==> config.mk <==
export PLATFORM = sky130hd
export DESIGN_NAME = div_unit
export DESIGN_NICKNAME = d
export VERILOG_FILES = /design/src/rtl/div_unit_pkg.sv /design/src/rtl/div_step.sv /design/src/rtl/div_unit.sv
export SDC_FILE = /design/constraint.sdc
export NUM_CORES = 1
export LEC_CHECK = 0
export CORE_MARGIN = 1.5
export CORE_UTILIZATION = 55
export DETAILED_ROUTE_END_ITERATION = 8
export GPL_TIMING_DRIVEN = 0
export HOLD_SLACK_MARGIN = 0.02
export PLACE_DENSITY = 0.78
export RECOVER_POWER = 100
export SYNTH_ARGS = -nofsm -noshare
export SYNTH_HDL_FRONTEND = slang
export SYNTH_SLANG_ARGS = --single-unit
export TNS_END_PERCENT = 10
==> constraint.sdc <==
create_clock -name clk_i -period 6.5 [get_ports clk_i]
set_input_delay 1.3 -clock clk_i [delete_from_list [all_inputs] [get_ports clk_i]]
set_output_delay 1.3 -clock clk_i [all_outputs]
set_load 0.05 [all_outputs]
==> src/rtl/div_unit_pkg.sv <==
// Shared definitions for the iterative divider: ALU control extension codes and FSM state encoding.
package div_unit_pkg;

   localparam int unsigned ALU_CTRL_W = 4;

   // ALUCtrl extension codes routed to the divider instead of the ALU
   localparam logic [ALU_CTRL_W-1:0] ALU_DIV  = 4'b1100;
   localparam logic [ALU_CTRL_W-1:0] ALU_DIVU = 4'b1101;
   localparam logic [ALU_CTRL_W-1:0] ALU_REM  = 4'b1110;
   localparam logic [ALU_CTRL_W-1:0] ALU_REMU = 4'b1111;

   typedef enum logic [1:0] {
      ST_IDLE = 2'b00,
      ST_CALC = 2'b01,
      ST_DONE = 2'b10
   } div_state_e;

   // Decode helpers for EX-stage control
   function automatic logic is_div_op(input logic [ALU_CTRL_W-1:0] ctrl);
      return (ctrl == ALU_DIV) || (ctrl == ALU_DIVU) || (ctrl == ALU_REM) || (ctrl == ALU_REMU);
   endfunction

   function automatic logic is_signed_op(input logic [ALU_CTRL_W-1:0] ctrl);
      return (ctrl == ALU_DIV) || (ctrl == ALU_REM);
   endfunction

endpackage

==> src/rtl/div_step.sv <==
// One combinational radix-2 restoring division iteration on unsigned magnitudes.
module div_step #(
   parameter int unsigned WIDTH = 32
) (
   input  logic [WIDTH-1:0] rem_i,
   input  logic [WIDTH-1:0] quo_i,
   input  logic [WIDTH-1:0] divisor_i,
   output logic [WIDTH-1:0] rem_o,
   output logic [WIDTH-1:0] quo_o
);

   logic [WIDTH:0]   rem_sh;
   logic [WIDTH+1:0] trial;

   // Extra guard bit keeps the sign of the trial valid even for divisors with the MSB set
   always_comb begin
      rem_sh = {rem_i, quo_i[WIDTH-1]};
      trial  = {1'b0, rem_sh} - {2'b00, divisor_i};
      if (!trial[WIDTH+1]) begin
         rem_o = WIDTH'(trial);
         quo_o = {quo_i[WIDTH-2:0], 1'b1};
      end else begin
         rem_o = WIDTH'(rem_sh);
         quo_o = {quo_i[WIDTH-2:0], 1'b0};
      end
   end

endmodule

==> src/rtl/div_unit.sv <==
// Iterative multi-cycle divider with RISC-V DIV/DIVU/REM/REMU semantics and start/busy/done handshake.
module div_unit
   import div_unit_pkg::*;
#(
   parameter int unsigned WIDTH = 32
) (
   input  logic             clk_i,
   input  logic             rst_i,
   input  logic             start_i,
   input  logic             signed_i,
   input  logic [WIDTH-1:0] dividend_i,
   input  logic [WIDTH-1:0] divisor_i,
   output logic             busy_o,
   output logic             done_o,
   output logic [WIDTH-1:0] quotient_o,
   output logic [WIDTH-1:0] remainder_o
);

   localparam int unsigned CNT_W = $clog2(WIDTH);
   localparam logic [CNT_W-1:0] CNT_LAST = CNT_W'(WIDTH - 1);
   localparam logic [WIDTH-1:0] INT_MIN  = {1'b1, {(WIDTH-1){1'b0}}};

   div_state_e       state_q, state_d;
   logic [CNT_W-1:0] cnt_q, cnt_d;
   logic [WIDTH-1:0] rem_q, rem_d;
   logic [WIDTH-1:0] quo_q, quo_d;
   logic [WIDTH-1:0] dmag_q, dmag_d;
   logic             neg_quo_q, neg_quo_d;
   logic             neg_rem_q, neg_rem_d;
   logic             busy_q, busy_d;
   logic             done_q, done_d;
   logic [WIDTH-1:0] quotient_q, quotient_d;
   logic [WIDTH-1:0] remainder_q, remainder_d;

   logic             a_neg, b_neg;
   logic [WIDTH-1:0] a_mag, b_mag;
   logic [WIDTH-1:0] step_rem, step_quo;

   div_step #(.WIDTH(WIDTH)) u_step (
      .rem_i     (rem_q),
      .quo_i     (quo_q),
      .divisor_i (dmag_q),
      .rem_o     (step_rem),
      .quo_o     (step_quo)
   );

   // Operand magnitudes for the unsigned core
   always_comb begin
      a_neg = signed_i & dividend_i[WIDTH-1];
      b_neg = signed_i & divisor_i[WIDTH-1];
      a_mag = a_neg ? (~dividend_i + 1'b1) : dividend_i;
      b_mag = b_neg ? (~divisor_i + 1'b1) : divisor_i;
   end

   always_comb begin
      state_d     = state_q;
      cnt_d       = cnt_q;
      rem_d       = rem_q;
      quo_d       = quo_q;
      dmag_d      = dmag_q;
      neg_quo_d   = neg_quo_q;
      neg_rem_d   = neg_rem_q;
      quotient_d  = quotient_q;
      remainder_d = remainder_q;

      case (state_q)
         ST_IDLE, ST_DONE: begin
            state_d = ST_IDLE;
            if (start_i) begin
               if (divisor_i == '0) begin
                  quotient_d  = '1;
                  remainder_d = dividend_i;
                  state_d     = ST_DONE;
               end else if (signed_i && (dividend_i == INT_MIN) && (divisor_i == '1)) begin
                  quotient_d  = dividend_i;
                  remainder_d = '0;
                  state_d     = ST_DONE;
               end else begin
                  rem_d     = '0;
                  quo_d     = a_mag;
                  dmag_d    = b_mag;
                  neg_quo_d = a_neg ^ b_neg;
                  neg_rem_d = a_neg;
                  cnt_d     = '0;
                  state_d   = ST_CALC;
               end
            end
         end
         ST_CALC: begin
            rem_d = step_rem;
            quo_d = step_quo;
            cnt_d = cnt_q + 1'b1;
            // Final iteration: sign fix-up lands on the outputs as DONE is entered
            if (cnt_q == CNT_LAST) begin
               quotient_d  = neg_quo_q ? (~step_quo + 1'b1) : step_quo;
               remainder_d = neg_rem_q ? (~step_rem + 1'b1) : step_rem;
               state_d     = ST_DONE;
            end
         end
         default: state_d = ST_IDLE;
      endcase

      busy_d = (state_d == ST_CALC);
      done_d = (state_d == ST_DONE);
   end

   always_ff @(posedge clk_i) begin
      if (!rst_i) begin
         state_q     <= ST_IDLE;
         cnt_q       <= '0;
         rem_q       <= '0;
         quo_q       <= '0;
         dmag_q      <= '0;
         neg_quo_q   <= 1'b0;
         neg_rem_q   <= 1'b0;
         busy_q      <= 1'b0;
         done_q      <= 1'b0;
         quotient_q  <= '0;
         remainder_q <= '0;
      end else begin
         state_q     <= state_d;
         cnt_q       <= cnt_d;
         rem_q       <= rem_d;
         quo_q       <= quo_d;
         dmag_q      <= dmag_d;
         neg_quo_q   <= neg_quo_d;
         neg_rem_q   <= neg_rem_d;
         busy_q      <= busy_d;
         done_q      <= done_d;
         quotient_q  <= quotient_d;
         remainder_q <= remainder_d;
      end
   end

   assign busy_o      = busy_q;
   assign done_o      = done_q;
   assign quotient_o  = quotient_q;
   assign remainder_o = remainder_q;

endmodule

==> results.toml <==
[timing]
max_freq_mhz = 160
finalSetupTns_ns = 0
skew_ns = 0.0146
period_share = 0.962
drv_slew = 0
hold_viol = 0
period_needed_ns = 6.25
relSlewSlack = 0.288
worstMarginPinSlew_ns = 1.06
rsz0062_at_grt = "false"
holdWs_ns = 0.454
setup_viol = 0

[synth]
syn_nets = 1770
ys_seq_elements = 171
yosys-top-cells-area = "dfxtp_1 (28%), nor2_1 (6.6%), a21oi_1 (5.7%), nand2_1 (5.1%), xnor2_1 (4.5%)"
synthXorXnorAreaFrac = 0.0878
synth-adder-area-share = 0.0417
synthMuxAreaShare = 0.0201
yosysWarnings = 0
synth_cell_types = 79
synth.top_cell.area_share = 0.281
syn_area_per_cell_um2 = 7.33
synth_top_cell_by_area = "dfxtp_1"
synthSimpleGateAreaFrac = 0.232
async_reset_ff_frac = 0
synth_top_family_by_area = "compound AO/OA/AOI/OAI gates"
synth_edf_count = 0
syn-cell-area_um2 = 12200
syn_inst = 1662
synthFlopType = "dfxtp_1"
yosysSeqAreaShare = 0.281
synth-compound-area-share = 0.287

[worst_hold_path]
hp-start = "dmag_q[31]"
hp-class = "flip-flop to flip-flop"
holdPathEnd = "dmag_q[31]"
hold_depth = 2

[clock_network]
holdBufCountCts = 0
post_cts_buffers = 0
clkLatencyLatePin_ns = 0.46
cts_buffer_depth = 2
h-tree-depth = 4
clock-root-buffer = "clkbuf_16"
numCtsBuffers = 17
path_clk_slew_ns = 0.08
cts_tree = "done"
cts_sinks = 171

[worst_setup_path]
critPathLaunchType = "primary input"
path_class = "primary input to flip-flop"
cp_common_cell = "clkbuf_1"
critPathSlowestCell = "o21ai_1"
end_kind = "flip-flop"
cp_max_fo = 10
crit_buf_inv = 4
path_cells = "dlygate4sd3_1 -> inv_1 -> ha_1 -> or3b_2 -> nor3_1 -> nand3b_1 -> nor4_1 -> nand2_1 -> o21a_1 -> o21ai_1 -> clkbuf_1 -> clkbuf_1 -> a31oi_1"
critPathArrivalTime_ns = 6.57
r2r_setup_slack_ns = 0.40
r2r_cells = 19
crit_family = "simple AND/OR/NAND/NOR gates"
r2r-start = "rem_q[19]"
required_ns = 6.82
cpPeakStageDelay_ns = 0.83
timing.rr.end = "remainder_o[22]"

[grt]
overflow = 0
antenna_found_initial = 0
grt_max_degree = 20
first_global_vias = 12962
grt_pass1_wl_um = 73100
grt_usage = 0.423

[layout]
drive_gt1_frac = 0.0389
final_cell_mix = "nor2_1 (214), dfxtp_1 (171), nand2_1 (165)"
final_common_cell = "nor2_1"
nets = 1918
n_antenna_cell = 0
syn2layout_area_growth_pct = 18.5
utilization = 0.663
nFillCells = 1967

[drt]
vias_per_cell = 6.73
drc = 0
routed_wirelength_um = 48800
dr.first_iter.drc_count = 1466
ant_nets = 0
wire_per_inst_um = 23.2
vias = 14156
firstDrtPassIters = 9

[floorplan]
io_pins = 134
core_um2 = 21800
die_area_um2 = 23000
die-width_um = 152
rows = 54
initial_core_util = 0.560
fp.dieH_um = 152

[run_status]
outcome = "complete, no violations"

[pwr]
power_density_nw_per_um2 = 328
finalPower_uw = 4740
cellLeakagePower_uw = 0.00549
peakVddDrop_mv = 0.224

[place]
place_hpwl_um = 37700
gp_congestion = 1.04
port_buffers = 131

[run]
drv_cap = 0
==> flip-flops by register name, summed over array words and instances, names as in the netlist <==
register and flops:
busy_o 1, cnt_q 5, dmag_q 32, done_o 1, neg_quo_q 1, neg_rem_q 1
quo_q 32, quotient_o 32, rem_q 32, remainder_o 32, state_q 2
==> worst register-to-register path, cell delays in order, from the launching register on <==
cell and delay (ns):
dfxtp_1 0.45, ha_1 0.27, clkbuf_1 0.23, a21oi_1 0.18
o21ai_1 0.11, a21oi_1 0.45, o221a_2 0.49, nand2_8 0.18
clkbuf_2 0.32, o21ai_0 0.37, ha_1 0.31, nand4_1 0.17
or3_1 0.41, o41a_1 0.40, or4_1 0.44, clkbuf_1 0.20
o41a_1 0.44, xor2_1 0.18, a221oi_2 0.32, nor2_1 0.08
==> cells in the mapped netlist, types with 12 or more instances <==
master	n
a31oi_1	54
inv_1	50
ha_1	39
nand2_1	165
a221oi_1	25
or4_1	16
dfxtp_1	171
mux2i_1	20
nor2_1	214
or3_1	18
nand3_1	43
o211ai_1	42
a21oi_1	139
clkbuf_1	95
nor3_1	50
nor4_1	13
a211oi_1	42
and3_1	12
o21ai_0	109
xor2_1	59
nand4_1	20
o41ai_1	12
and2_1	13
o31ai_1	19
xnor2_1	63
==> kinds of logic after synthesis <==
| kind of cell | after synthesis |
|---|---|
| adder cells (fa/ha/maj) | 40 |
| XOR/XNOR | 122 |
| buffers and inverters | 162 |
| AO/OA/AOI/OAI | 534 |
| multiplexers | 24 |
| AND/OR/NAND/NOR | 609 |
| flip-flops | 171 |
==> metal layers <==
layer | part of all wire | global-route usage | routed length (um) | up-vias
met5 | 0 | 0 | 0 | -
met4 | 0.075 | 0.281 | 3660 | 0
met3 | 0.10 | 0.0832 | 5090 | 240
met2 | 0.44 | 0.675 | 21500 | 950
met1 | 0.38 | 0.515 | 18600 | 6567
li1 | - | - | - | 6399
==> worst max-delay path by stage <==
stage,from,endpoint,slack [ns],cells after the start
global placement,dmag_q[1],remainder_o[22],-0.29,22
detailed placement,dmag_q[1],remainder_o[22],-0.35,22
CTS,dmag_q[1],remainder_o[22],0.06,21
global route,dividend_i[1],quotient_o[30],0.13,13
floorplan,quo_q[31],remainder_o[22],1.10,22
finish,dividend_i[1],quotient_o[24],0.25,13
==> layout make-up <==
class / count / area, um2 / area share
Timing Repair Buffer: 131 / 1310 / 0.0909
Multi-Input combinational cell: 1329 / 8130 / 0.563
Inverter: 52 / 198 / 0.0137
Buffer: 108 / 418 / 0.0290
Sequential cell: 171 / 3420 / 0.237
Clock inverter: 15 / 173 / 0.0120
Clock buffer: 17 / 425 / 0.0295
Tap cell: 280 / 350 / 0.0243
==> repair_timing <==
item | in CTS | in global routing
setup endpoints to repair | 8 | 7
gates cloned | 0 | 0
resized for setup | 0 | 3
==> metrics by stage <==
step / setup slack (ns) / cells / cell area (um2)
after floorplan: 1.10 / 1662 / 12200
after global placement: -0.292 / 2073 / 13800
after detailed placement: -0.346 / 2073 / 13800
after CTS: 0.0552 / 2104 / 14400
after global routing: 0.127 / 2103 / 14400
final: 0.245 / 2103 / 14400
==> where the power goes <==
part / leakage (uW) / internal [uW] / total, uW / switching [uW]
clock: 0.000294 / 520 / 1060 / 544
sequential: 0.00139 / 1110 / 1190 / 77.9
combinational: 0.00380 / 848 / 2480 / 1640
No activity file was read; power rests on OpenSTA's default activity.
